File: config.mk
export PLATFORM = sky130hd
export DESIGN_NAME = i2c_wb_cmd_sequencer
export DESIGN_NICKNAME = d
export VERILOG_FILES = /design/src/rtl/i2c_wb_cmd_sequencer_pkg.sv /design/src/rtl/i2c_wb_cmd_sequencer_port.sv /design/src/rtl/i2c_wb_cmd_sequencer.sv
export SDC_FILE = /design/constraint.sdc
export NUM_CORES = 1
export LEC_CHECK = 0
export ABC_AREA = 1
export CAP_MARGIN = 20
export CORE_UTILIZATION = 27
export DETAILED_ROUTE_END_ITERATION = 10
export GPL_ROUTABILITY_DRIVEN = 0
export GPL_TIMING_DRIVEN = 0
export MAX_ROUTING_LAYER = met4
export PLACE_DENSITY = 0.46
export SYNTH_ARGS = -nofsm -noshare
export SYNTH_HDL_FRONTEND = slang
export SYNTH_SLANG_ARGS = --single-unit
File: constraint.sdc
create_clock -name clk_i -period 2.07 [get_ports clk_i]
set_input_delay 0.5175 -clock clk_i [delete_from_list [all_inputs] [get_ports clk_i]]
set_output_delay 0.5175 -clock clk_i [all_outputs]
set_load 0.01 [all_outputs]
File: src/rtl/i2c_wb_cmd_sequencer_pkg.sv
// Shared types for the IICMB command sequencer:
// CMDR command codes, register map, status bits, FSM states and steps.
package i2c_wb_cmd_sequencer_pkg;

    typedef enum logic [7:0] {
        CMD_WAIT   = 8'h00,
        CMD_WRITE  = 8'h01,
        CMD_RWACK  = 8'h02,
        CMD_RWNACK = 8'h03,
        CMD_START  = 8'h04,
        CMD_STOP   = 8'h05,
        CMD_SETBUS = 8'h06
    } cmdr_cmd_t;

    typedef enum logic {
        OP_WRITE = 1'b0,
        OP_READ  = 1'b1
    } i2c_op_t;

    localparam logic [1:0] REG_CSR  = 2'd0;
    localparam logic [1:0] REG_DPR  = 2'd1;
    localparam logic [1:0] REG_CMDR = 2'd2;
    localparam logic [1:0] REG_FSMR = 2'd3;

    localparam int CSR_E_BIT    = 7;
    localparam int CSR_IE_BIT   = 6;
    localparam int CMDR_DON_BIT = 7;
    localparam int CMDR_NAK_BIT = 6;
    localparam int CMDR_AL_BIT  = 5;
    localparam int CMDR_ERR_BIT = 4;

    localparam logic [7:0] CSR_ENABLE =
        (8'd1 << CSR_E_BIT) | (8'd1 << CSR_IE_BIT);

    typedef enum logic [2:0] {
        S_IDLE,
        S_WB_WRITE,
        S_WB_READ,
        S_WAIT_IRQ,
        S_EVAL,
        S_RESP
    } seq_state_t;

    typedef enum logic [3:0] {
        STEP_CSR,
        STEP_BUS_DPR,
        STEP_BUS_CMD,
        STEP_START_CMD,
        STEP_ADDR_DPR,
        STEP_ADDR_CMD,
        STEP_WDATA_DPR,
        STEP_WDATA_CMD,
        STEP_RDATA_CMD,
        STEP_RDATA_RD,
        STEP_STOP_CMD
    } seq_step_t;

    // Normal (no NAK/failure) successor of a step.
    function automatic seq_step_t next_step(seq_step_t s, i2c_op_t op);
        seq_step_t n;
        n = STEP_STOP_CMD;
        unique case (s)
            STEP_CSR:       n = STEP_BUS_DPR;
            STEP_BUS_DPR:   n = STEP_BUS_CMD;
            STEP_BUS_CMD:   n = STEP_START_CMD;
            STEP_START_CMD: n = STEP_ADDR_DPR;
            STEP_ADDR_DPR:  n = STEP_ADDR_CMD;
            STEP_ADDR_CMD:  n = (op == OP_READ) ? STEP_RDATA_CMD
                                                : STEP_WDATA_DPR;
            STEP_WDATA_DPR: n = STEP_WDATA_CMD;
            STEP_WDATA_CMD: n = STEP_STOP_CMD;
            STEP_RDATA_CMD: n = STEP_RDATA_RD;
            STEP_RDATA_RD:  n = STEP_STOP_CMD;
            default:        n = STEP_STOP_CMD;
        endcase
        return n;
    endfunction

    // Steps that write CMDR and therefore wait for irq + status.
    function automatic logic is_cmd_step(seq_step_t s);
        return (s == STEP_BUS_CMD)   || (s == STEP_START_CMD) ||
               (s == STEP_ADDR_CMD)  || (s == STEP_WDATA_CMD) ||
               (s == STEP_RDATA_CMD) || (s == STEP_STOP_CMD);
    endfunction

endpackage

File: src/rtl/i2c_wb_cmd_sequencer_port.sv
// Single-access classic Wishbone master port.
// Bus controls are registered and held until ack; done is the ack cycle.
module i2c_wb_master_port #(
    parameter int WB_ADDR_WIDTH = 2,
    parameter int WB_DATA_WIDTH = 8
) (
    input  logic                     clk_i,
    input  logic                     rst_i,
    input  logic                     start_i,
    input  logic                     we_i,
    input  logic [WB_ADDR_WIDTH-1:0] adr_i,
    input  logic [WB_DATA_WIDTH-1:0] dat_i,
    output logic                     done_o,
    output logic [WB_DATA_WIDTH-1:0] rdata_o,
    output logic                     wb_cyc_o,
    output logic                     wb_stb_o,
    output logic                     wb_we_o,
    output logic [WB_ADDR_WIDTH-1:0] wb_adr_o,
    output logic [WB_DATA_WIDTH-1:0] wb_dat_o,
    input  logic [WB_DATA_WIDTH-1:0] wb_dat_i,
    input  logic                     wb_ack_i
);

    // Launch on start while idle, drop everything the cycle after ack.
    always_ff @(posedge clk_i) begin
        if (rst_i) begin
            wb_cyc_o <= 1'b0;
            wb_stb_o <= 1'b0;
            wb_we_o  <= 1'b0;
            wb_adr_o <= '0;
            wb_dat_o <= '0;
        end else if (wb_cyc_o && wb_ack_i) begin
            wb_cyc_o <= 1'b0;
            wb_stb_o <= 1'b0;
            wb_we_o  <= 1'b0;
            wb_adr_o <= '0;
            wb_dat_o <= '0;
        end else if (start_i && !wb_cyc_o) begin
            wb_cyc_o <= 1'b1;
            wb_stb_o <= 1'b1;
            wb_we_o  <= we_i;
            wb_adr_o <= adr_i;
            wb_dat_o <= dat_i;
        end
    end

    assign done_o  = wb_cyc_o & wb_ack_i;
    assign rdata_o = wb_dat_i;

endmodule

File: src/rtl/i2c_wb_cmd_sequencer.sv
// Wishbone master driving IICMB through one single-byte I2C transfer:
// enable, set bus, start, address, data, stop; returns byte and status.
module i2c_wb_cmd_sequencer #(
    parameter int WB_ADDR_WIDTH  = 2,
    parameter int WB_DATA_WIDTH  = 8,
    parameter int I2C_ADDR_WIDTH = 7,
    parameter int BUS_ID_WIDTH   = 4,
    parameter int TIMEOUT_CYCLES = 65535
) (
    input  logic                      clk_i,
    input  logic                      rst_i,
    input  logic                      req_valid_i,
    output logic                      req_ready_o,
    input  logic [BUS_ID_WIDTH-1:0]   req_bus_i,
    input  logic [I2C_ADDR_WIDTH-1:0] req_addr_i,
    input  logic                      req_op_i,
    input  logic [WB_DATA_WIDTH-1:0]  req_data_i,
    output logic                      rsp_valid_o,
    input  logic                      rsp_ready_i,
    output logic [WB_DATA_WIDTH-1:0]  rsp_data_o,
    output logic                      rsp_nack_o,
    output logic                      rsp_err_o,
    output logic                      wb_cyc_o,
    output logic                      wb_stb_o,
    output logic                      wb_we_o,
    output logic [WB_ADDR_WIDTH-1:0]  wb_adr_o,
    output logic [WB_DATA_WIDTH-1:0]  wb_dat_o,
    input  logic [WB_DATA_WIDTH-1:0]  wb_dat_i,
    input  logic                      wb_ack_i,
    input  logic                      irq_i
);

    import i2c_wb_cmd_sequencer_pkg::*;

    localparam int CNT_W = $clog2(TIMEOUT_CYCLES + 1);
    localparam logic [WB_ADDR_WIDTH-1:0] ADR_CSR  = WB_ADDR_WIDTH'(REG_CSR);
    localparam logic [WB_ADDR_WIDTH-1:0] ADR_DPR  = WB_ADDR_WIDTH'(REG_DPR);
    localparam logic [WB_ADDR_WIDTH-1:0] ADR_CMDR = WB_ADDR_WIDTH'(REG_CMDR);

    seq_state_t                state_q;
    seq_state_t                state_d;
    seq_step_t                 step_q;
    seq_step_t                 step_nx;
    logic                      enabled_q;
    logic [BUS_ID_WIDTH-1:0]   bus_q;
    logic [I2C_ADDR_WIDTH-1:0] addr_q;
    i2c_op_t                   op_q;
    logic [WB_DATA_WIDTH-1:0]  wdata_q;
    logic [WB_DATA_WIDTH-1:0]  rdata_q;
    logic                      nack_q;
    logic                      err_q;
    logic                      st_nak_q;
    logic                      st_fail_q;
    logic [CNT_W-1:0]          cnt_q;

    logic                      accept;
    logic                      timeout;
    logic                      cmd_step;
    logic                      data_step;
    logic                      rd_fail;
    logic [WB_ADDR_WIDTH-1:0]  wr_adr;
    logic [WB_DATA_WIDTH-1:0]  wr_dat;

    logic                      port_start;
    logic                      port_we;
    logic [WB_ADDR_WIDTH-1:0]  port_adr;
    logic [WB_DATA_WIDTH-1:0]  port_dat;
    logic                      port_done;
    logic [WB_DATA_WIDTH-1:0]  port_rdata;

    assign accept    = req_valid_i && (state_q == S_IDLE);
    assign timeout   = (cnt_q == CNT_W'(TIMEOUT_CYCLES - 1));
    assign step_nx   = next_step(step_q, op_q);
    assign cmd_step  = is_cmd_step(step_q);
    assign data_step = (step_q == STEP_ADDR_CMD)  ||
                       (step_q == STEP_WDATA_CMD) ||
                       (step_q == STEP_RDATA_CMD);
    assign rd_fail   = port_rdata[CMDR_AL_BIT] | port_rdata[CMDR_ERR_BIT];

    // State register.
    always_ff @(posedge clk_i) begin
        if (rst_i) state_q <= S_IDLE;
        else       state_q <= state_d;
    end

    // Next-state selection; EVAL routes on the captured CMDR status.
    always_comb begin
        state_d = state_q;
        unique case (state_q)
            S_IDLE: begin
                if (accept) state_d = S_WB_WRITE;
            end
            S_WB_WRITE: begin
                if (port_done && cmd_step) state_d = S_WAIT_IRQ;
            end
            S_WAIT_IRQ: begin
                if (irq_i)        state_d = S_WB_READ;
                else if (timeout) state_d = S_RESP;
            end
            S_WB_READ: begin
                if (port_done) begin
                    if (step_q == STEP_RDATA_RD)      state_d = S_WB_WRITE;
                    else if (step_q == STEP_STOP_CMD) state_d = S_RESP;
                    else                              state_d = S_EVAL;
                end
            end
            S_EVAL: begin
                if (st_fail_q)                   state_d = S_RESP;
                else if (st_nak_q && data_step)  state_d = S_WB_WRITE;
                else if (step_nx == STEP_RDATA_RD) state_d = S_WB_READ;
                else                             state_d = S_WB_WRITE;
            end
            S_RESP: begin
                if (rsp_ready_i) state_d = S_IDLE;
            end
            default: state_d = S_IDLE;
        endcase
    end

    // Outputs and port requests decoded from the state.
    always_comb begin
        req_ready_o = (state_q == S_IDLE) && !rst_i;
        rsp_valid_o = (state_q == S_RESP);
        rsp_err_o   = rsp_valid_o && err_q;
        rsp_nack_o  = rsp_valid_o && nack_q && !err_q;
        rsp_data_o  = (rsp_valid_o && !err_q && !nack_q) ? rdata_q : '0;
        port_start  = 1'b0;
        port_we     = 1'b0;
        port_adr    = '0;
        port_dat    = '0;
        unique case (state_q)
            S_WB_WRITE: begin
                port_start = 1'b1;
                port_we    = 1'b1;
                port_adr   = wr_adr;
                port_dat   = wr_dat;
            end
            S_WB_READ: begin
                port_start = 1'b1;
                port_adr   = (step_q == STEP_RDATA_RD) ? ADR_DPR : ADR_CMDR;
            end
            default: ;
        endcase
    end

    // Register and value written for the current step.
    always_comb begin
        wr_adr = ADR_CMDR;
        wr_dat = '0;
        unique case (step_q)
            STEP_CSR: begin
                wr_adr = ADR_CSR;
                wr_dat = WB_DATA_WIDTH'(CSR_ENABLE);
            end
            STEP_BUS_DPR: begin
                wr_adr = ADR_DPR;
                wr_dat = WB_DATA_WIDTH'(bus_q);
            end
            STEP_BUS_CMD:   wr_dat = WB_DATA_WIDTH'(CMD_SETBUS);
            STEP_START_CMD: wr_dat = WB_DATA_WIDTH'(CMD_START);
            STEP_ADDR_DPR: begin
                wr_adr = ADR_DPR;
                wr_dat = WB_DATA_WIDTH'({addr_q, op_q});
            end
            STEP_ADDR_CMD:  wr_dat = WB_DATA_WIDTH'(CMD_WRITE);
            STEP_WDATA_DPR: begin
                wr_adr = ADR_DPR;
                wr_dat = wdata_q;
            end
            STEP_WDATA_CMD: wr_dat = WB_DATA_WIDTH'(CMD_WRITE);
            STEP_RDATA_CMD: wr_dat = WB_DATA_WIDTH'(CMD_RWNACK);
            STEP_STOP_CMD:  wr_dat = WB_DATA_WIDTH'(CMD_STOP);
            default: ;
        endcase
    end

    // Request latch, step index, enable flag and response flags.
    always_ff @(posedge clk_i) begin
        if (rst_i) begin
            step_q    <= STEP_CSR;
            enabled_q <= 1'b0;
            bus_q     <= '0;
            addr_q    <= '0;
            op_q      <= OP_WRITE;
            wdata_q   <= '0;
            rdata_q   <= '0;
            nack_q    <= 1'b0;
            err_q     <= 1'b0;
            st_nak_q  <= 1'b0;
            st_fail_q <= 1'b0;
        end else begin
            unique case (state_q)
                S_IDLE: begin
                    if (accept) begin
                        bus_q   <= req_bus_i;
                        addr_q  <= req_addr_i;
                        op_q    <= i2c_op_t'(req_op_i);
                        wdata_q <= req_data_i;
                        rdata_q <= '0;
                        nack_q  <= 1'b0;
                        err_q   <= 1'b0;
                        step_q  <= enabled_q ? STEP_BUS_DPR : STEP_CSR;
                    end
                end
                S_WB_WRITE: begin
                    if (port_done) begin
                        if (step_q == STEP_CSR) enabled_q <= 1'b1;
                        if (!cmd_step)          step_q    <= step_nx;
                    end
                end
                S_WAIT_IRQ: begin
                    if (!irq_i && timeout) err_q <= 1'b1;
                end
                S_WB_READ: begin
                    if (port_done) begin
                        if (step_q == STEP_RDATA_RD) begin
                            rdata_q <= port_rdata;
                            step_q  <= STEP_STOP_CMD;
                        end else if (step_q == STEP_STOP_CMD) begin
                            if (rd_fail) err_q <= 1'b1;
                        end else begin
                            st_nak_q  <= port_rdata[CMDR_NAK_BIT];
                            st_fail_q <= rd_fail;
                        end
                    end
                end
                S_EVAL: begin
                    if (st_fail_q) begin
                        err_q <= 1'b1;
                    end else if (st_nak_q && data_step) begin
                        nack_q <= 1'b1;
                        step_q <= STEP_STOP_CMD;
                    end else begin
                        step_q <= step_nx;
                    end
                end
                default: ;
            endcase
        end
    end

    // Irq wait counter; cleared whenever not waiting.
    always_ff @(posedge clk_i) begin
        if (rst_i)
            cnt_q <= '0;
        else if (state_q == S_WAIT_IRQ && !irq_i && !timeout)
            cnt_q <= cnt_q + CNT_W'(1);
        else
            cnt_q <= '0;
    end

    i2c_wb_master_port #(
        .WB_ADDR_WIDTH (WB_ADDR_WIDTH),
        .WB_DATA_WIDTH (WB_DATA_WIDTH)
    ) u_port (
        .clk_i    (clk_i),
        .rst_i    (rst_i),
        .start_i  (port_start),
        .we_i     (port_we),
        .adr_i    (port_adr),
        .dat_i    (port_dat),
        .done_o   (port_done),
        .rdata_o  (port_rdata),
        .wb_cyc_o (wb_cyc_o),
        .wb_stb_o (wb_stb_o),
        .wb_we_o  (wb_we_o),
        .wb_adr_o (wb_adr_o),
        .wb_dat_o (wb_dat_o),
        .wb_dat_i (wb_dat_i),
        .wb_ack_i (wb_ack_i)
    );

endmodule

# [After elaboration in Yosys (flattened, before gate mapping)]
# Index checks and enable logic that the tools add are counted.
[totals] ff_bits=68 inputBits=34 out_inout_bits=25
[classes] n_addsub=1 eq_ne=32 n_mux=46 bitwise_logic=5 reduce_logical=46
[op_table] cell="$pmux 8 s9" n=1
[op_table] cell="$mux 8" n=5
[op_table] cell="$mux 4" n=8
[op_table] cell="$pmux 4 s8" n=1
[op_table] cell="$ne 2x2->1 const B" n=13
[op_table] cell="$mux 3" n=8
[op_table] cell="$pmux 3 s6" n=1
[op_table] cell="$add 16x1->16 const B" n=1
[op_table] cell="$eq 16x16->1 const B" n=1
[op_table] cell="$eq 4x3->1 const B" n=4
[op_table] cell="$eq 4x4->1 const B" n=4
[op_table] cell="$pmux 4 s4" n=1
[op_table] cell="$pmux 8 s2" n=1
[op_table] cell="$logic_and 1x1->1" n=14
[op_table] cell="$mux 1" n=13
[op_table] cell="$reduce_and 4->1" n=3
[op_table] cell="$eq 4x2->1 const B" n=2
[op_table] cell="$pmux 2 s2" n=2
[op_table] cell="$reduce_and 8->1" n=1
[op_table] cell="$reduce_bool 4->1" n=2
[op_table] cell="$reduce_or 2->1" n=4
[op_table] cell="$logic_or 1x1->1" n=7
[op_table] cell="$reduce_and 7->1" n=1
[op_table] cell="$eq 3x2->1 const B" n=2
[op_table] cell="19 further kinds" n=30

# [Longest topological paths before layout]
[depth] depth_word=9 depth_mapped=11 ltp_nobuf=10

# [Cells and area by module]
# From an unflattened synthesis, not the netlist that was laid out.
[hier_totals] hier_cells=551 hier_area_um2=3674.8
[modules_own_cells] mod="i2c_wb_cmd_sequencer" n_inst=1 cells_per_inst=463 area_each_um2=3067.9
[modules_own_cells] mod="i2c_wb_master_port" n_inst=1 cells_per_inst=88 area_each_um2=606.8

# [Worst setup path before layout]
# Ideal clock, no wire load.
[synth_path] path_type="input-to-output" start="input port rst_i" end="output port req_ready_o" arrival_ns=1.115 required_time_ns=1.553 setup_slack_ns=0.437 stages=3 n_path_buf=2 path_cell_list="clkbuf_1 clkbuf_1 nor2_1"
[synth_via] elab_chain_len=2
[synth_rtl] item="start, declared" line_no="i2c_wb_cmd_sequencer.sv:11" source="input logic rst_i,"
[synth_rtl] item="$logic_not 1->1" line_no="i2c_wb_cmd_sequencer.sv:122" source="req_ready_o = (state_q == S_IDLE) && !rst_i;"
[synth_rtl] item="$logic_and 1x1->1" line_no="i2c_wb_cmd_sequencer.sv:122"
[synth_rtl] item="end, declared" line_no="i2c_wb_cmd_sequencer.sv:13" source="output logic req_ready_o,"
# Every way passes these cells.

# [Final worst setup path]
# Same ends and word-level chain as after synthesis.

==> results.sh <==
export IMPL_synth_mux_area_frac=0
export IMPL_globalRouteOverflowTotal=0
export IMPL_met2_usage=0.255
export IMPL_synth_cells=490
export IMPL_grt_use_total=0.156
export IMPL_status="finished, final reports clean"
export IMPL_cap_violations=0
export IMPL_power_mw=4.89
export IMPL_rsz0062_at_grt="no"
export IMPL_rows=40
export IMPL_wl_mm=9.27
export IMPL_cts_tree="done"
export IMPL_timing_rr_end="rdata_q[6]"
export IMPL_first_global_vias=3219
export IMPL_synth_fa_ha_area_frac=0.00740
export IMPL_nNetsFinal=594
export IMPL_drive_above_1_share=0.119
export IMPL_endpoint_kind="primary output"
export IMPL_place_ws_ns=-0.409
export IMPL_via_per_inst=4.43
export IMPL_vias=3237
export IMPL_most_common_layout_cells="nand2_1 (101), dfxtp_1 (65), nor2_1 (55), inv_1 (54), a21oi_1 (53)"
export IMPL_postLayoutCellArea_um2=4450
export IMPL_setup_worst_path_start="rst_i"
export IMPL_antenna_found_initial=0
export IMPL_core_area_um2=12100
export IMPL_met3_usage=0.0372
export IMPL_synth_area_per_cell_um2=6.90
export IMPL_htree_levels=3
export IMPL_die_h_um=114
export IMPL_cts_buffers=9
export IMPL_ys_ff_latch=68
export IMPL_fin_ws_ns=0.0800
export IMPL_r2r_slack_ns=0.38
export IMPL_synth_edf_count=0
export IMPL_cts_sinks=68
export IMPL_finalSetupTns_ns=0
export IMPL_ys_flop_type="dfxtp_1"
export IMPL_skew_ns=0.00682
export IMPL_synth_simple_gate_area_frac=0.321
export IMPL_fin_crit_sh=0.961
export IMPL_io_pin_count=59
export IMPL_die_area_um2=13000
export IMPL_async_reset_ff_frac=0
export IMPL_use_met1=0.192
export IMPL_cp_start_kind="input port"
export IMPL_hold_viol_final=0
export IMPL_root_buffer="clkbuf_16"
export IMPL_peakVddDrop_uv=443
export IMPL_grt_start_max_net_pins=12
export IMPL_num_antenna_cells=0
export IMPL_dr_pass1_iters=4
export IMPL_clk_path_buf_depth=2
export IMPL_synth_top_family_by_area="simple AND/OR/NAND/NOR gates"
export IMPL_synth_compound_area_frac=0.157
export IMPL_ys_types=34
export IMPL_synth_warnings=0
export IMPL_max_slew_margin=0.629
export IMPL_drt_iter0_drc=137
export IMPL_routedWlPerCell_um=12.7
export IMPL_endpoint="req_ready_o"
export IMPL_r2r_start="step_q[3]"
export IMPL_final_common_cell="nand2_1"
export IMPL_top_usage_layer="met2"
export IMPL_portBuffers=56
export IMPL_worstPathArrival_ns=1.47
export IMPL_fin_crit_ns=1.99
export IMPL_clock_latency_ns=0.33
export IMPL_die_w_um=114
export IMPL_finalSetupViolations=0
export IMPL_power_density_nw_per_um2=1100
export IMPL_grt_pass1_wl_mm=15.4
export IMPL_synth_xor_area_frac=0.0207
export IMPL_cp_required_ns=1.55
export IMPL_reg2reg_depth=9
export IMPL_path_max_fanout=10
export IMPL_dpl_hpwl_mm=6.97
export IMPL_drc_errors=0
export IMPL_syn_to_final_growth_pct=31.7
export IMPL_netlist_area_um2=3380
export IMPL_place_area_um2=4150
export IMPL_hold_class="register to register"
export IMPL_ys_seq_area_frac=0.403
export IMPL_worst_setup_path_type="input port to primary output"
export IMPL_final_max_slew_viol_count=0
export IMPL_cts_reportedPaths_clkPinSlew_ns=0.05
export IMPL_leakage_nw=1.75
export IMPL_antenna_left=0
export IMPL_synth_nets=526
export IMPL_fmax_mhz=503
export IMPL_start_util=0.279
export IMPL_tightest_slew_ns=0.552
-- what timing repair did --
item / 4_1_cts / 5_1_grt
endpoints found under the setup margin: 12 / 10
pin swaps: 1 / 0
hold buffers: 0 / 0
buffers inserted: 1 / 0
resized for setup: 19 / 13
-- stage by stage --
| step | utilization | hold WS (ns) | std cells |
|---|---|---|---|
| finish | 0.368 | 0.449 | 731 |
| global route | 0.368 | 0.474 | 731 |
| CTS | 0.368 | 0.452 | 731 |
| detailed placement | 0.343 | 0.443 | 714 |
| global placement | 0.343 | 0.437 | 714 |
| floorplan | - | 0.425 | 490 |
-- layout make-up --
cell class / instances / area [µm²]
Buffer: 12 / 68.8
Clock buffer: 13 / 260
Clock inverter: 3 / 21.3
Fill cell: 1393 / 7660
Inverter: 65 / 245
Multi-Input combinational cell: 345 / 1730
Sequential cell: 68 / 1370
Tap cell: 168 / 210
Timing Repair Buffer: 57 / 556
-- cells by family (layout without fill, tap and decap cells) --
logic type / after synthesis / count (layout)
buffers and inverters: 77 / 150
DFF: 68 / 68
and+or+nand+nor: 236 / 236
adders and majority gates: 2 / 2
AOI/OAI and AO/OA: 99 / 99
xor gates and xnor gates: 8 / 8
-- cells in the mapped netlist (all sizes together) (5+ instances only) --
| master | number | share of area |
|---|---|---|
| a21oi | 54 | 0.083 |
| nand4 | 5 | 0.0093 |
| nor2 | 68 | 0.094 |
| inv | 63 | 0.070 |
| nand3 | 40 | 0.059 |
| dfxtp | 68 | 0.40 |
| o21ai | 33 | 0.049 |
| buf | 7 | 0.013 |
| nor3 | 10 | 0.015 |
| nand2 | 112 | 0.14 |
| xor2 | 6 | 0.016 |
| clkbuf | 5 | 0.0059 |
-- worst min-delay path by stage --
| stage | startpoint | end | slack (ns) | depth (start not counted) |
|---|---|---|---|---|
| 3_5_place_dp | wdata_q[7] | wdata_q[7] | 0.44 | 2 |
| 4_1_cts | wdata_q[7] | wdata_q[7] | 0.45 | 2 |
| 2_1_floorplan | bus_q[1] | bus_q[1] | 0.43 | 2 |
| 5_1_grt | addr_q[3] | addr_q[3] | 0.47 | 2 |
| 6_report | wdata_q[7] | wdata_q[7] | 0.45 | 2 |
| 3_3_place_gp | wdata_q[7] | wdata_q[7] | 0.44 | 2 |
-- flip-flops by register name, indices dropped and copies added, names as in the netlist --
name	count
addr_q	7
bus_q	4
cnt_q	16
enabled_q	1
err_q	1
nack_q	1
op_q	1
rdata_q	8
st_fail_q	1
st_nak_q	1
state_q	3
step_q	4
u_port.wb_adr_o	2
u_port.wb_cyc_o	1
u_port.wb_dat_o	8
u_port.wb_we_o	1
wdata_q	8
-- routing by layer --
metal  up-vias  share of wire  wire (µm)
li1       1726              -          -
met1      1447           0.49       4540
met2        56           0.46       4260
met3         8          0.038        353
met4         0          0.014        126
met5         -              0          0
-- power breakdown --
part	internal [mW]	switching (mW)	total [mW]
logic	0.644	1.14	1.79
clock network	0.877	0.569	1.45
registers	1.52	0.128	1.65
-- worst max-delay path, stage by stage --
cell and delay, ns:
clkbuf_1 0.29, clkbuf_4 0.31, nor2_1 0.07, dlygate4sd2_1 0.28
No activity file was read; power rests on OpenSTA's default activity.
